$ cat src/rtl/gearbox_des.sv
`default_nettype none
// ============================================================================
// Module   : gearbox_des
// Purpose  : Packs DIN_W-bit input words into DOUT_W-bit output words.
//            Leftover bits carry over to the next word, either bit order is
//            supported, and a partial word can be flushed out zero-padded.
// Revision : 1.0  initial release
// ============================================================================
module gearbox_des #(
    parameter int  DIN_W     = 13,
    parameter int  DOUT_W    = 40,
    parameter int  MSB_FIRST = 1,
    localparam int FILL_W    = (DOUT_W > 1) ? $clog2(DOUT_W) : 1
) (
    input  logic              Cin,
    input  logic              Rst,
    input  logic              Vin,
    input  logic [DIN_W-1:0]  Din,
    input  logic              Flush,
    output logic [DOUT_W-1:0] Dout,
    output logic              WE,
    output logic [FILL_W-1:0] Fill
);

    localparam int c_ACC_W = DOUT_W + DIN_W - 1;
    localparam int c_CNT_W = $clog2(c_ACC_W + 1);

    // r_acc[j] holds the j-th buffered bit in arrival order; bits at and
    // above r_fill are always zero, so a flush can emit r_acc directly.
    logic [c_ACC_W-1:0] r_acc;
    logic [FILL_W-1:0]  r_fill;

    logic [DIN_W-1:0]   w_din_arr;
    logic [c_ACC_W-1:0] w_din_ext;
    logic [c_ACC_W-1:0] w_cat;
    logic [c_ACC_W-1:0] w_rest;
    logic [c_CNT_W-1:0] w_total;
    logic               w_emit;
    logic [DOUT_W-1:0]  w_word_arr;
    logic [DOUT_W-1:0]  w_dout;

    generate
        if (MSB_FIRST != 0) begin : g_msb_first
            for (genvar i = 0; i < DIN_W; i++) begin : g_din_order
                assign w_din_arr[i] = Din[DIN_W-1-i];
            end
            for (genvar i = 0; i < DOUT_W; i++) begin : g_dout_order
                assign w_dout[DOUT_W-1-i] = w_word_arr[i];
            end
        end else begin : g_lsb_first
            assign w_din_arr = Din;
            assign w_dout    = w_word_arr;
        end
    endgenerate

    always_comb begin
        w_din_ext = '0;
        w_din_ext[DIN_W-1:0] = w_din_arr;
    end

    assign w_cat      = r_acc | (w_din_ext << r_fill);
    assign w_rest     = w_cat >> DOUT_W;
    assign w_total    = c_CNT_W'(r_fill) + c_CNT_W'(DIN_W);
    assign w_emit     = (w_total >= c_CNT_W'(DOUT_W));
    assign w_word_arr = Vin ? w_cat[DOUT_W-1:0] : r_acc[DOUT_W-1:0];

    always_ff @(posedge Cin) begin
        if (Rst) begin
            r_acc  <= '0;
            r_fill <= '0;
            Dout   <= '0;
            WE     <= 1'b0;
        end else begin
            WE <= 1'b0;
            if (Vin) begin
                if (w_emit) begin
                    Dout   <= w_dout;
                    WE     <= 1'b1;
                    r_acc  <= w_rest;
                    r_fill <= FILL_W'(w_total - c_CNT_W'(DOUT_W));
                end else begin
                    r_acc  <= w_cat;
                    r_fill <= FILL_W'(w_total);
                end
            end else if (Flush && (r_fill != '0)) begin
                Dout   <= w_dout;
                WE     <= 1'b1;
                r_acc  <= '0;
                r_fill <= '0;
            end
        end
    end

    assign Fill = r_fill;

endmodule
`default_nettype wire

$ cat config.mk
export PLATFORM = sky130hd
export DESIGN_NAME = gearbox_des
export DESIGN_NICKNAME = d
export VERILOG_FILES = /design/src/rtl/gearbox_des.sv
export SDC_FILE = /design/constraint.sdc
export NUM_CORES = 1
export LEC_CHECK = 0
export BUFFER_PORTS_ARGS = -buffer_cell sky130_fd_sc_hd__buf_2
export CAP_MARGIN = 40
export CORE_MARGIN = 5
export CORE_UTILIZATION = 50
export DETAILED_ROUTE_END_ITERATION = 8
export PLACE_DENSITY = 0.73
export SKIP_CTS_REPAIR_TIMING = 1
export SLEW_MARGIN = 5
export SYNTH_ARGS = -nofsm -noshare
export SYNTH_HDL_FRONTEND = slang
export SYNTH_SLANG_ARGS = --single-unit
$ cat constraint.sdc
create_clock -name Cin -period 3.3 [get_ports Cin]
set_clock_uncertainty 0.15 [all_clocks]
set_input_delay 0 -clock Cin [delete_from_list [all_inputs] [get_ports Cin]]
set_output_delay 0 -clock Cin [all_outputs]
set_load 0.01 [all_outputs]
==> flow_summary.ini <==
[synthesis]
async_flop_share_pct = 0
synth_top_area_share_pct = 38.1
synth-main-ff-cell = dfxtp_1
syn_nets = 652
yosysWarnings = 0
synthCells = 632
syn_area_um2 = 5210
yosysTopAreaCell = dfxtp_1
synth_edf_count = 0
syn_area_per_cell_um2 = 8.24
synth.distinct_cells = 58
synth.ff_latch_count = 99
netlist_top_cells_area = dfxtp_1 (38%), nor2_1 (7.9%), mux2i_1 (5.6%)
synth_seq_area_share_pct = 38.1

[timing]
tns_ns = 0
fin_crit_sh_pct = 96.1
fmax_ghz = 0.315
slew_headroom_pct = 48.0
tightest_slew_ns = 0.758
setup_violations = 0
rsz0062_at_grt = false
period_needed_ns = 3.17
drv_slew = 0
hold_violations = 0

[flow_run]
maxCapViolations = 0

[drt]
drt_iter0_drc = 591
via_count = 5248
ant_nets = 0
drt-wirelength-per-cell_um = 19.9
drc = 0
wl_mm = 16.7
vias_per_cell = 6.28
dr.pass1.iters = 6

[placed_design]
gp_congestion = 1.03
numPlacedInstances = 818
io_buffers = 63
dp.final_hpwl_mm = 12.2

[grt]
grt_pass1_wl_mm = 27.0
grt-ovfl-total = 0
grt_pass1_vias = 4960
track_usage_pct = 26.5
antenna_found_initial = 0
grt_max_degree = 45

[power_and_ir_drop]
cellPowerDensity_nw_per_um2 = 497
ir_drop_mv = 0.235
leakage_nw = 2.36

[worst_hold_path]
hold-path-endpoint = Fill[2]
min_from = Vin
min_path_type = input port to register
min_path_cells = 4

[floorplan]
start_util_pct = 50.9
die_h_um = 112
dieArea_um2 = 12600
io_pins = 64
die_x_um = 112
core_region_area_um2 = 10200
core.rowCount = 37

[cts]
htreeDepth = 3
clkTransAtPathRegs_ns = 0.10
cts_tree = done
clock_latency_ns = 0.38
cts_buffers = 9
cts.path.max_buffers = 2
numClockSinks = 99
cts-root-buf = clkbuf_8

[worst_setup_path]
crit_type = register to register
r2r_cells = 6
r2r_slack_ns = 0.13
worstSetupStartpointType = register
required_ns = 3.41
cp_max_fo = 16
crit_arrival_ns = 3.28
endpoint_kind = register
timing.rr.end = Dout[15]
r2r_start = Fill[1]

[final_layout]
diodes = 0
final_common_cell = nor2_1
area_growth_pct = 14.0
fin_cells = 836
layout_common_cells = nor2_1 (109), dfxtp_1 (99), buf_2 (63), a21oi_1 (47), nand2_1 (45)
drive_gt1_share_pct = 19.9
nets = 715

[outcome]
status = completed
[per-stage QoR]
step	instance area (µm²)	utilization, %	total power, mW	setup WS, ns	hold slack (ns)
after floorplan	5210	-	1.90	0.817	0.0620
after detailed placement	5720	55.9	2.19	0.275	0.222
after CTS	5910	57.8	2.95	0.244	-0.175
after global placement	5720	55.9	2.18	0.284	0.214
after global routing	5930	58.0	3.11	0.0472	0.0502
final	5930	58.0	2.95	0.128	0.0466
[cell usage after synthesis, types with 12 or more instances]
| library cell | n |
|---|---|
| o22ai_1 | 25 |
| nor3_1 | 34 |
| nor2_1 | 109 |
| clkbuf_1 | 19 |
| mux2i_1 | 29 |
| dfxtp_1 | 99 |
| inv_1 | 17 |
| o21ai_0 | 16 |
| nand2_1 | 45 |
| nand3_1 | 12 |
| a21oi_1 | 47 |
| buf_2 | 16 |
| a31oi_1 | 22 |
| a211oi_1 | 25 |
[logic make-up after synthesis]
family,Yosys count,share of synthesized area [%]
AOI/OAI and AO/OA,181,23.0
xor gates and xnor gates,2,0.336
adders and majority gates,3,0.721
buffers and inverters,63,5.72
DFF,99,38.1
muxes,48,11.6
and+or+nand+nor,236,20.5
[power by group]
group,switching (mW),internal [mW]
Clock,0.462,0.311
Sequential,0.0693,1.28
Combinational,0.519,0.311
Total,1.05,1.90
[layer usage]
| metal | global-route usage (%) | vias up | wire length (µm) |
|---|---|---|---|
| met3 | 5.12 | 37 | 1310 |
| li1 | - | 2449 | - |
| met5 | 0 | - | 0 |
| met4 | 8.09 | 0 | 454 |
| met2 | 43.4 | 263 | 7770 |
| met1 | 35.7 | 2499 | 7140 |
[final cells by class]
class                   instances  area, µm²
clock inverters                 6       57.6
fillers                       949       4300
clock buffers                  10        138
inverters                      17       63.8
well taps                     136        170
flip-flops and latches         99       1980
multi-input cells             470       2930
repair buffers                 98        596
[registers in the layout (all words and copies together), names as in the netlist]
signal  count
r_acc      52
WE          1
Fill        6
Dout       40
[worst max-delay path by stage]
| stage | startpoint | endpoint | slack, ns | cells after the start |
|---|---|---|---|---|
| floorplan | Fill[0] | Dout[10] | 0.82 | 10 |
| global placement | Fill[1] | Dout[15] | 0.28 | 6 |
| detailed placement | Fill[0] | Dout[15] | 0.27 | 7 |
| CTS | Fill[1] | Dout[15] | 0.24 | 6 |
| global route | Fill[1] | Dout[15] | 0.05 | 7 |
| finish | Fill[1] | Dout[15] | 0.13 | 6 |
[critical path, stage by stage, from the launching register on]
cell      delay, ns
dfxtp_1        0.73
mux2i_1        0.42
mux2i_1        0.26
a221oi_1       0.64
a221oi_1       0.25
nor3_1         0.49
nor3_1         0.10
No activity file was read; power rests on OpenSTA's default activity.
